$ cat src/rtl/lcd_char_ctrl_if.sv
// Byte command channel from a requester (PIO, text engine) into lcd_char_ctrl.
// valid/ready: a byte transfers on a clock edge where cmd_valid and cmd_ready are both 1.
// The requester holds cmd_valid, cmd_rs and cmd_data stable until that edge.
interface lcd_char_ctrl_if;
    logic       cmd_valid;
    logic       cmd_ready;
    logic       cmd_rs;
    logic [7:0] cmd_data;

    modport master (output cmd_valid, output cmd_rs, output cmd_data, input cmd_ready);
    modport slave  (input cmd_valid, input cmd_rs, input cmd_data, output cmd_ready);
endinterface

$ cat src/rtl/lcd_char_ctrl.sv
// HD44780 write-only sequencer: power-up delay, optional init ROM, then one enable pulse per byte.
// Define LCD_CHAR_CTRL_INIT_SEQ_EN to send the built-in 8-bit/2-line init sequence automatically.
module lcd_char_ctrl #(
    parameter int T_POWERUP = 750000,
    parameter int T_SETUP   = 4,
    parameter int T_EN_HIGH = 25,
    parameter int T_CMD     = 2500,
    parameter int T_CLEAR   = 100000
) (
    input  logic                clk,
    input  logic                rstN,
    lcd_char_ctrl_if.slave      cmd,
    input  logic                blon_in,
    output logic                init_done,
    output logic                lcd_on,
    output logic                lcd_blon,
    output logic                lcd_rs,
    output logic                lcd_rw,
    output logic                lcd_en,
    output logic [7:0]          lcd_d,
    output logic [2:0]          dbg_state
);

    localparam int T_MAX_A = (T_POWERUP > T_SETUP) ? T_POWERUP : T_SETUP;
    localparam int T_MAX_B = (T_EN_HIGH > T_CMD) ? T_EN_HIGH : T_CMD;
    localparam int T_MAX_C = (T_MAX_A > T_MAX_B) ? T_MAX_A : T_MAX_B;
    localparam int T_MAX   = (T_MAX_C > T_CLEAR) ? T_MAX_C : T_CLEAR;
    localparam int CW      = $clog2(T_MAX) + 1;

    typedef logic [CW-1:0] cnt_t;
    typedef enum logic [2:0] {
        S_POWERUP, S_INIT_LOAD, S_SETUP, S_STROBE, S_WAIT, S_IDLE
    } state_t;

    state_t     state_q, state_d;
    cnt_t       cnt_q, cnt_d;
    logic [2:0] rom_idx_q, rom_idx_d;
    logic       ready_q, ready_d;
    logic       init_done_q, init_done_d;
    logic       lcd_on_q, lcd_on_d;
    logic       blon_q, blon_d;
    logic       rs_q, rs_d;
    logic       en_q, en_d;
    logic [7:0] d_q, d_d;
    logic [7:0] rom_byte;
    logic       rom_empty;
    logic       cnt_zero;
    logic       slow_cmd;

`ifdef LCD_CHAR_CTRL_INIT_SEQ_EN
    localparam logic [2:0] ROM_LEN = 3'd6;
    always_comb begin
        case (rom_idx_q)
            3'd0:    rom_byte = 8'h38;
            3'd1:    rom_byte = 8'h38;
            3'd2:    rom_byte = 8'h38;
            3'd3:    rom_byte = 8'h0C;
            3'd4:    rom_byte = 8'h01;
            3'd5:    rom_byte = 8'h06;
            default: rom_byte = 8'h00;
        endcase
    end
`else
    localparam logic [2:0] ROM_LEN = 3'd0;
    assign rom_byte = 8'h00;
`endif

    assign rom_empty = (rom_idx_q == ROM_LEN);
    assign cnt_zero  = (cnt_q == '0);
    // Clear and home are the slow instructions; the decision uses the byte already on the bus.
    assign slow_cmd  = !rs_q && (d_q == 8'h01 || d_q == 8'h02 || d_q == 8'h03);

    always_comb begin
        state_d     = state_q;
        cnt_d       = cnt_q;
        rom_idx_d   = rom_idx_q;
        ready_d     = ready_q;
        init_done_d = init_done_q;
        lcd_on_d    = 1'b1;
        blon_d      = blon_in;
        rs_d        = rs_q;
        en_d        = en_q;
        d_d         = d_q;
        case (state_q)
            S_POWERUP: begin
                if (cnt_zero) state_d = S_INIT_LOAD;
                else          cnt_d   = cnt_q - 1'b1;
            end
            S_INIT_LOAD: begin
                if (rom_empty) begin
                    init_done_d = 1'b1;
                    ready_d     = 1'b1;
                    state_d     = S_IDLE;
                end else begin
                    rs_d      = 1'b0;
                    d_d       = rom_byte;
                    rom_idx_d = rom_idx_q + 3'd1;
                    cnt_d     = cnt_t'(T_SETUP - 1);
                    state_d   = S_SETUP;
                end
            end
            S_SETUP: begin
                if (cnt_zero) begin
                    en_d    = 1'b1;
                    cnt_d   = cnt_t'(T_EN_HIGH - 1);
                    state_d = S_STROBE;
                end else begin
                    cnt_d = cnt_q - 1'b1;
                end
            end
            S_STROBE: begin
                if (cnt_zero) begin
                    en_d    = 1'b0;
                    cnt_d   = slow_cmd ? cnt_t'(T_CLEAR - 1) : cnt_t'(T_CMD - 1);
                    state_d = S_WAIT;
                end else begin
                    cnt_d = cnt_q - 1'b1;
                end
            end
            S_WAIT: begin
                // init_done is still low while the ROM is being played out.
                if (cnt_zero) begin
                    if (init_done_q) begin
                        ready_d = 1'b1;
                        state_d = S_IDLE;
                    end else begin
                        state_d = S_INIT_LOAD;
                    end
                end else begin
                    cnt_d = cnt_q - 1'b1;
                end
            end
            S_IDLE: begin
                if (cmd.cmd_valid && ready_q) begin
                    ready_d = 1'b0;
                    rs_d    = cmd.cmd_rs;
                    d_d     = cmd.cmd_data;
                    cnt_d   = cnt_t'(T_SETUP - 1);
                    state_d = S_SETUP;
                end
            end
            default: begin
                state_d = S_POWERUP;
                cnt_d   = cnt_t'(T_POWERUP - 1);
            end
        endcase
    end

    always_ff @(posedge clk or negedge rstN) begin
        if (!rstN) begin
            state_q     <= S_POWERUP;
            cnt_q       <= cnt_t'(T_POWERUP - 1);
            rom_idx_q   <= 3'd0;
            ready_q     <= 1'b0;
            init_done_q <= 1'b0;
            lcd_on_q    <= 1'b0;
            blon_q      <= 1'b0;
            rs_q        <= 1'b0;
            en_q        <= 1'b0;
            d_q         <= 8'h00;
        end else begin
            state_q     <= state_d;
            cnt_q       <= cnt_d;
            rom_idx_q   <= rom_idx_d;
            ready_q     <= ready_d;
            init_done_q <= init_done_d;
            lcd_on_q    <= lcd_on_d;
            blon_q      <= blon_d;
            rs_q        <= rs_d;
            en_q        <= en_d;
            d_q         <= d_d;
        end
    end

    assign cmd.cmd_ready = ready_q;
    assign init_done     = init_done_q;
    assign lcd_on        = lcd_on_q;
    assign lcd_blon      = blon_q;
    assign lcd_rs        = rs_q;
    assign lcd_rw        = 1'b0;
    assign lcd_en        = en_q;
    assign lcd_d         = d_q;
    assign dbg_state     = state_q;

endmodule

$ cat src/flat_wrapper.sv
// flat-port wrapper written by rule: the top's interface ports become plain ports
module lcd_char_ctrl_flat 
#(
    parameter int T_POWERUP = 750000,
    parameter int T_SETUP   = 4,
    parameter int T_EN_HIGH = 25,
    parameter int T_CMD     = 2500,
    parameter int T_CLEAR   = 100000
)
  (clk, rstN, blon_in, init_done, lcd_on, lcd_blon, lcd_rs, lcd_rw, lcd_en, lcd_d, dbg_state, cmd_cmd_valid, cmd_cmd_rs, cmd_cmd_data, cmd_cmd_ready);
  lcd_char_ctrl_if cmd_i ();
  input  logic clk;
  input  logic rstN;
  input  logic blon_in;
  output logic init_done;
  output logic lcd_on;
  output logic lcd_blon;
  output logic lcd_rs;
  output logic lcd_rw;
  output logic lcd_en;
  output logic [7:0] lcd_d;
  output logic [2:0] dbg_state;
  input wire logic [$bits(cmd_i.cmd_valid)-1:0] cmd_cmd_valid;
  input wire logic [$bits(cmd_i.cmd_rs)-1:0] cmd_cmd_rs;
  input wire logic [$bits(cmd_i.cmd_data)-1:0] cmd_cmd_data;
  output wire logic [$bits(cmd_i.cmd_ready)-1:0] cmd_cmd_ready;
  assign cmd_i.cmd_valid = cmd_cmd_valid;
  assign cmd_i.cmd_rs = cmd_cmd_rs;
  assign cmd_i.cmd_data = cmd_cmd_data;
  assign cmd_cmd_ready = cmd_i.cmd_ready;
  lcd_char_ctrl #(.T_POWERUP(T_POWERUP), .T_SETUP(T_SETUP), .T_EN_HIGH(T_EN_HIGH), .T_CMD(T_CMD), .T_CLEAR(T_CLEAR)) u_core (.clk(clk), .rstN(rstN), .cmd(cmd_i), .blon_in(blon_in), .init_done(init_done), .lcd_on(lcd_on), .lcd_blon(lcd_blon), .lcd_rs(lcd_rs), .lcd_rw(lcd_rw), .lcd_en(lcd_en), .lcd_d(lcd_d), .dbg_state(dbg_state));
endmodule
$ cat config.mk
export PLATFORM = sky130hd
export DESIGN_NAME = lcd_char_ctrl_flat
export DESIGN_NICKNAME = d
export VERILOG_FILES = /design/src/rtl/lcd_char_ctrl_if.sv /design/src/rtl/lcd_char_ctrl.sv /design/src/flat_wrapper.sv
export SDC_FILE = /design/constraint.sdc
export NUM_CORES = 1
export LEC_CHECK = 0
export CAP_MARGIN = 15
export CORE_UTILIZATION = 44
export CTS_CLUSTER_SIZE = 14
export DETAILED_ROUTE_END_ITERATION = 16
export DONT_BUFFER_PORTS = 1
export PLACE_DENSITY = 0.62
export SYNTH_ARGS = -nofsm -noshare
export SYNTH_HDL_FRONTEND = slang
export SYNTH_SLANG_ARGS = --single-unit
$ cat constraint.sdc
create_clock -name clk -period 2.7 [get_ports clk]
set_input_delay 0.54 -clock clk [delete_from_list [all_inputs] [get_ports clk]]
set_output_delay 0.54 -clock clk [all_outputs]
set_load 0.02 [all_outputs]
* After elaboration in Yosys (flattened, before gate mapping)
Cells that the tools add are included.
** Word-level totals
- Register bits :: 41
- Input port bits :: 13
- Output and inout port bits :: 18
- Logic and storage cells :: 78
** Cells by class
- Add/sub/neg operators :: 2
- Eq/ne operators :: 17
- Multiplexer cells :: 29
- Bitwise logic cells :: 1
- Reductions and logical operators :: 19
** Operator list (count)
- 2-to-1 mux 21 bit :: 5
- case mux 21 bit (5 select lines) :: 1
- zero test 21 bit :: 1
- 2-to-1 mux 3 bit :: 7
- subtractor 21 x 1 -> 21 bit (second input constant) :: 1
- case mux 3 bit (6 select lines) :: 1
- 2-to-1 mux 17 bit :: 1
- == test 8 x 2 -> 1 bit (second input constant) :: 2
- 2-to-1 mux 8 bit :: 2
- case mux 8 bit (2 select lines) :: 1
- inequality test 2 x 1 -> 1 bit (second input constant) :: 7
- AND reduction 5 bit :: 2
- AND reduction 3 bit :: 3
- == test 8 x 1 -> 1 bit (second input constant) :: 1
- 2-to-1 mux 1 bit :: 8
- == test 3 x 2 -> 1 bit (second input constant) :: 2
- == test 3 bit (second input constant) :: 2
- zero test 3 bit :: 2
- inequality test 2 bit (second input constant) :: 2
- case mux 1 bit (2 select lines) :: 2
- AND reduction 2 bit :: 2
- nonzero test 2 bit :: 2
- adder 3 x 1 -> 3 bit (second input constant) :: 1
- == test 3 x 1 -> 1 bit (second input constant) :: 1
- other kinds (7) :: 9

* Depth between registers and ports, before layout
Gate-level depths: netlist of the first run.
- Word-level depth :: 7
- Mapped depth :: 8
- Mapped depth without buffers :: 7

* Least setup slack after synthesis of the first run
OpenSTA, ideal clock, no wires.
- Path kind :: register -> register
- Start :: register u_core.cnt_q[0]
- End :: register u_core.cnt_q[6]
- Library setup time :: 0.124 ns
- Data arrival time :: 2.082 ns
- Required time :: 2.576 ns
- Setup slack :: 0.494 ns
- Stages on the path, launching flop included :: 9
- Path buffers :: 1
- Clock period less this slack :: 2.206 ns
- Cells stage by stage :: dfstp_2 > inv_1 > ha_1 > nor4b_2 > and2_1 > buf_2 > a31oi_1 > o21ai_1 > a211o_1
** Between the ends
- Longest elaborated chain between the ends :: 3
- Elaborated cells on any way between the ends :: 8
- Those cells by class :: add/sub: 1; eq/ne: 1; mux: 4; reduce/logical: 2
** Ends and longest elaborated chain
- from (decl) :: line lcd_char_ctrl.sv:36 : cnt_t cnt_q, cnt_d;
- from (signal assigned) :: line lcd_char_ctrl.sv:152 : cnt_q <= cnt_t'(T_POWERUP - 1);
- from (signal assigned) :: line lcd_char_ctrl.sv:163 : cnt_q <= cnt_d;
- subtractor 21 x 1 -> 21 bit / zero test 21 bit (equally long branches)
- 2-to-1 mux 21 bit (tied with other cells) :: line lcd_char_ctrl.sv:86, lcd_char_ctrl.sv:122
- case mux 21 bit (5 select lines) / AND reduction 3 bit (equally long branches)
Parallel ways exist; a longest one is shown, timed or not. The select of a mux whose other input is x is not followed.
A chain may end at the register's enable or synchronous reset.

* Final worst setup path of the first run
Ends and elaborated chain as after synthesis.

==> impl_metrics.yaml, run 1 <==
critical_path:
  regToRegEndpoint: "u_core.cnt_q[6]"
  critPathRequiredTime_ns: 2.89
  cp.arrival_ns: 2.45
  cpMaxStageDelayCell: "dfstp_2"
  cp_cell_sequence: "inv_1, ha_1, nor4b_2, and2_1, a31oi_1, o21ai_1, a211o_1"
  r2r_slack_ns: 0.44
  timing.critical_path.slowest_cell_delay_ns: 0.56
  rr_worst_depth: 7
  critPathLaunchType: "register"
  cp_num_buf_inv: 1
  critPathTopFamily: "compound AO/OA/AOI/OAI gates"
  cp-end-kind: "register"
  criticalPathCategory: "reg -> reg"
  r2r-start: "u_core.cnt_q[0]"
  worst-path-max-fanout: 11
final_layout:
  final-seq-area_um2: 1040
  fillCellCount: 500
  syn_to_final_growth_pct: 9.33
  layout.nets: 289
  final_cell_mix: "dfrtp_1 (28), nor2_1 (21), nand2_1 (21), a31oi_1 (14), dfstp_2 (13)"
  multiInputGateArea_um2: 1320
  final_common_cell: "dfrtp_1"
  diodes: 0
  layout-drive-gt1-share_pct: 16.5
grt:
  grt_pass1_vias: 2085
  antenna_found_initial: 0
  grt_max_degree: 29
  grt_use_total_pct: 22.8
  met2_usage_pct: 34.2
  grt-busiest-layer: "met2"
  grt_pass1_wl_mm: 10.4
  grt_remaining_overflow: 0
  grtUsageMet3_pct: 4.29
  use_met1_pct: 31.3
timing:
  fin_skew_ns: 0.0104
  finalHoldViolCount: 0
  setup_tns_ns: 0
  worst_slack_ns: 0.442
  fin_crit_ns: 2.26
  worst_pin_slew_ns: 0.498
  relSlewSlack_pct: 66.6
  period_share_pct: 83.6
  fmax_mhz: 443
  slew_violations: 0
  finalSetupViolations: 0
  rsz0062_at_grt: "no"
yosys:
  ys_seq_area_share_pct: 42.2
  synthMuxAreaShare_pct: 0.456
  synth-xor-area-share_pct: 0.355
  yosys_warnings: 0
  synth_top_family_by_area: "compound AO/OA/AOI/OAI gates"
  ys.flop_type: "dfrtp_1"
  synth_cells: 267
  syn-cell-area_um2: 2470
  yosys.area_share.adder_pct: 2.03
  ys_ff_latch: 41
  synth_cell_types: 60
  synth-simple-area-share_pct: 23.9
  avgSynthCellArea_um2: 9.24
  synth_nets: 284
  synth_compound_area_share_pct: 26.4
  synth_edf_count: 0
  async_reset_ff_share_pct: 100
placement:
  io_buffers: 0
  place_ws_ns: 0.470
  globalplace.congestion: 0.844
  dp_hpwl_mm: 4.38
drt:
  totalWireLength_mm: 6.18
  drt_iter0_markers: 171
  ant_nets: 0
  firstDrtPassIters: 4
  drc: 0
  vias: 2084
  avgRoutedWirePerCell_um: 18.0
  via_per_inst: 6.08
clock_tree:
  clk_latency_ns: 0.30
  clk_pin_slew_ns: 0.08
  clock_path_buffers: 2
  htree_levels: 2
  numCtsBuffers: 5
  cts_sinks: 41
  root_buffer: "clkbuf_8"
  postCtsSetupBuffers: 0
  cts_tree: "yes"
floorplan:
  io-pin-count: 31
  die_w_um: 76.9
  coreArea_um2: 5240
  rows: 26
  initial_utilization_pct: 47.1
  fp.dieH_um: 76.9
  dieArea_um2: 5910
power:
  vdd_drop_max_mv: 0.275
  power_density_nw_per_um2: 427
  p_leak_uw: 0.00113
run_status:
  outcome: "complete, no violations"
min_path:
  hp-class: "in -> async"
flow_run:
  maxCapViolCount: 0
-- how the worst max path moves through the flow --
stage | start | to | slack (ns) | cells past startpoint
floorplan | u_core.cnt_q[0] | u_core.cnt_q[6] | 0.49 | 8
global placement | u_core.cnt_q[0] | u_core.cnt_q[6] | 0.47 | 7
detailed placement | u_core.cnt_q[0] | u_core.cnt_q[6] | 0.47 | 7
CTS | u_core.cnt_q[0] | u_core.cnt_q[6] | 0.45 | 7
global route | u_core.cnt_q[0] | u_core.cnt_q[8] | 0.22 | 7
finish | u_core.cnt_q[0] | u_core.cnt_q[6] | 0.44 | 7
-- cell type report --
cell class	instances	share of cell area, %
Clock buffer	7	3.20
Clock inverter	1	1.11
Inverter	12	1.67
Multi-Input combinational cell	202	48.9
Sequential cell	41	38.6
Tap cell	70	3.25
Timing Repair Buffer	10	3.25
-- flip-flops by register name, indices dropped and copies added, names as in the netlist --
| name | flops |
|---|---|
| u_core.lcd_rs | 1 |
| u_core.cmd.cmd_ready | 1 |
| u_core.lcd_blon | 1 |
| u_core.lcd_en | 1 |
| u_core.lcd_d | 8 |
| u_core.init_done | 1 |
| u_core.lcd_on | 1 |
| u_core.cnt_q | 21 |
| u_core.dbg_state | 3 |
| u_core.rom_idx_q | 3 |
-- report_power, final --
part	total, uW	switching, uW	internal (uW)
registers	619	2.64	616
clock network	519	217	302
logic	13.6	10.3	3.27
total	1150	230	921
-- synth_stat cells (2+ instances only) --
| cell type | number | area (um^2) |
|---|---|---|
| a211o_1 | 2 | 17.5 |
| a21o_1 | 3 | 22.5 |
| a21oi_1 | 12 | 60.1 |
| a22o_1 | 9 | 78.8 |
| a2bb2oi_1 | 3 | 26.3 |
| a311oi_1 | 2 | 17.5 |
| a31o_2 | 2 | 17.5 |
| a31oi_1 | 14 | 87.6 |
| a41oi_1 | 2 | 17.5 |
| and2_1 | 3 | 18.8 |
| and3_1 | 2 | 12.5 |
| and4_1 | 3 | 26.3 |
| buf_2 | 4 | 20.0 |
| clkbuf_1 | 6 | 22.5 |
| conb_1 | 2 | 7.51 |
| dfrtp_1 | 28 | 701 |
| dfstp_2 | 13 | 342 |
| ha_1 | 4 | 50.1 |
| inv_1 | 12 | 45.0 |
| nand2_1 | 21 | 78.8 |
| nand2b_1 | 2 | 12.5 |
| nand3_1 | 10 | 50.1 |
| nand4_1 | 4 | 25.0 |
| nor2_1 | 21 | 78.8 |
| nor2b_1 | 3 | 18.8 |
| nor3_1 | 11 | 55.1 |
| nor3b_1 | 3 | 22.5 |
| nor4_1 | 6 | 37.5 |
| nor4_4 | 2 | 42.5 |
| o211a_1 | 2 | 20.0 |
| o211ai_1 | 5 | 37.5 |
| o21a_1 | 2 | 15.0 |
| o21ai_0 | 11 | 55.1 |
| o21ai_1 | 2 | 10.0 |
| o22a_1 | 6 | 52.6 |
| o31ai_1 | 2 | 15.0 |
| o41ai_1 | 2 | 17.5 |
| or2_2 | 2 | 12.5 |
| or3_1 | 2 | 12.5 |
| or4_1 | 2 | 15.0 |
-- worst register-to-register path, cell delays in order, from the launching register on --
cell and delay (ns):
dfstp_2 0.56, inv_1 0.08, ha_1 0.19, nor4b_2 0.17
and2_1 0.29, a31oi_1 0.42, o21ai_1 0.13, a211o_1 0.30
-- per-stage QoR --
step           total power (uW)  std cells  util [%]  area [um^2]  hold slack (ns)
4_1_cts                    1170        343      51.5         2700           0.0606
6_report                   1150        343      51.5         2700           0.0585
2_1_floorplan               633        267         -         2470            0.244
3_5_place_dp                632        334      48.9         2560            0.245
5_1_grt                    1200        343      51.5         2700           0.0535
3_3_place_gp                632        334      48.9         2560            0.245
-- logic make-up after synthesis --
logic type | Yosys count
flops | 41
other cells | 2
simple gates | 104
compound gates | 90
buf+inv | 24
xor+xnor | 1
mux | 1
fa+ha+maj | 4
-- repair_timing --
item,CTS,global route
hold buffers,1,0
hold endpoints to repair,28,0
resized for setup,0,0
-- per-layer routing --
metal,share of wire [%],vias to the layer above,wire length (um)
li1,-,1026,-
met1,48,979,2950
met2,45,71,2790
met3,5.5,8,339
met4,1.7,0,105
met5,0,-,0
Note: power is estimated with default switching activity, not from simulation.
==> run 2, diff against run 1 <==
- clock period: 2.7 -> 2.3 ns (I/O delays scaled with it)
==> run 2 against run 1 <==
Compared with the run above: register-to-register slack got worse by 0.33 ns; non-clock buffer count increased by 11; fmax increased by 3.0%; via count increased by 4.7%; clock power decreased by 6.7%; die area unchanged; critical path depth increased by 1; combinational power increased by 62%; first-iteration DRC count increased by 33%; design area increased by 2.5%; count of clock-buffer cells in the layout decreased by 1; critical endpoint is now u_core.cnt_q[8]; largest power group unchanged.
==> impl_metrics.yaml, run 2 (synthesis gave the netlist of run 1 again) <==
run_status:
  outcome: "complete, no violations"
final_layout:
  largest_reg_flops: 21
  fin_area_um2: 2760
  diodes: 0
  syn_to_final_growth_pct: 12.0
  final_cell_mix: "dfrtp_1 (28), nor2_1 (21), nand2_1 (21), buf_4 (19)"
  final_common_cell: "dfrtp_1"
  top_register: "u_core.cnt_q"
  layout-drive-gt1-share_pct: 20.1
  layout.nets: 300
  fillCellCount: 489
timing:
  worst_pin_slew_ns: 0.535
  rsz0062_at_grt: "no"
  fin_crit_ns: 2.19
  fin_hold_ws_ns: 0.173
  fmax_mhz: 456
  period_share_pct: 95.3
  slew_violations: 0
  worst_slack_ns: 0.108
  finalSetupViolations: 0
  setup_tns_ns: 0
  relSlewSlack_pct: 64.0
  finalHoldViolCount: 0
  fin_skew_ns: 0.00902
drt:
  totalWireLength_mm: 6.23
  vias: 2182
  ant_nets: 0
  via_per_inst: 6.16
  avgRoutedWirePerCell_um: 17.6
  firstDrtPassIters: 4
  drc: 0
  drt_iter0_markers: 227
floorplan:
  io-pin-count: 31
  die_w_um: 76.9
  initial_utilization_pct: 47.1
  fp.dieH_um: 76.9
  dieArea_um2: 5910
  coreArea_um2: 5240
  rows: 26
critical_path:
  cp.arrival_ns: 2.44
  rr_worst_depth: 8
  crit_start: "u_core.cnt_q[0]"
  r2r-start: "u_core.cnt_q[0]"
  cp-end-kind: "register"
  r2r_slack_ns: 0.11
  regToRegEndpoint: "u_core.cnt_q[8]"
  criticalPathCategory: "reg -> reg"
  critPathLaunchType: "register"
  critPathRequiredTime_ns: 2.55
  cp-endpoint: "u_core.cnt_q[8]"
  worst-path-max-fanout: 8
grt:
  grt_remaining_overflow: 0
  grt_pass1_wl_mm: 10.6
  grt_max_degree: 42
  grt_use_total_pct: 23.3
  antenna_found_initial: 0
  grt_pass1_vias: 2120
power:
  p_leak_uw: 0.00117
  vdd_drop_max_mv: 0.336
  total_power_uw: 1230
  power_density_nw_per_um2: 446
placement:
  place_ws_ns: 0.0837
  placed_cell_area_um2: 2640
  io_buffers: 0
  globalplace.congestion: 0.860
  dp_hpwl_mm: 4.55
clock_tree:
  cts_tree: "yes"
  clk_latency_ns: 0.31
  clk_pin_slew_ns: 0.08
  clock_path_buffers: 2
  numCtsBuffers: 5
  cts_sinks: 41
  htree_levels: 2
  root_buffer: "clkbuf_8"
  postCtsSetupBuffers: 0
min_path:
  min_path_cells: 0
  hp-class: "in -> reg"
  min-delay-start: "blon_in"
flow_run:
  maxCapViolCount: 0
==> run 2: area by class of cell <==
type,instances,area (um^2),area share (%)
clock buffer,6,72.6,2.63
clock inverter,2,15.0,0.543
inverter,12,45.0,1.63
multi-input combinational,202,1330,48.1
sequential,41,1040,37.7
tap,70,87.6,3.17
timing repair buffer,21,173,6.25
==> run 2: repair_timing <==
action	CTS	global route
hold buffers	2	0
setup endpoints to repair	0	5
hold endpoints to repair	41	0
gates resized for setup	0	3
==> run 2: worst min-delay path by stage <==
stage	end
5_1_grt	u_core.lcd_blon
3_5_place_dp	u_core.rom_idx_q[0]
4_1_cts	u_core.lcd_blon
2_1_floorplan	u_core.cmd.cmd_ready
6_report	u_core.lcd_blon
3_3_place_gp	u_core.rom_idx_q[0]
==> run 2: worst max-delay path: stages (launching register included) <==
cell	delay (ns)
dfstp_2	0.39
inv_1	0.12
ha_1	0.15
nor4b_2	0.32
and2_2	0.35
buf_4	0.16
nand4_1	0.16
a41oi_1	0.29
o32a_1	0.19
==> run 2: layer usage <==
layer | GRT usage (%) | routed length, um
met4 | 9.04 | 84
met2 | 34.1 | 2790
met5 | 0 | 0
met3 | 4.40 | 305
met1 | 33.7 | 3050
==> run 2: report_power, final <==
group	internal (uW)	total [uW]	switching (uW)	leakage (uW)
sequential	723	726	3.00	0.000507
clock	214	484	270	0.0000374
combinational	4.92	22.0	17.1	0.000624
total	942	1230	290	0.00117
==> run 2: through the flow <==
| stage | instances | utilization (%) |
|---|---|---|
| after floorplan | 267 | - |
| after global placement | 344 | 50.3 |
| after detailed placement | 344 | 50.3 |
| after CTS | 354 | 52.6 |
| after global routing | 354 | 52.8 |
| final | 354 | 52.8 |
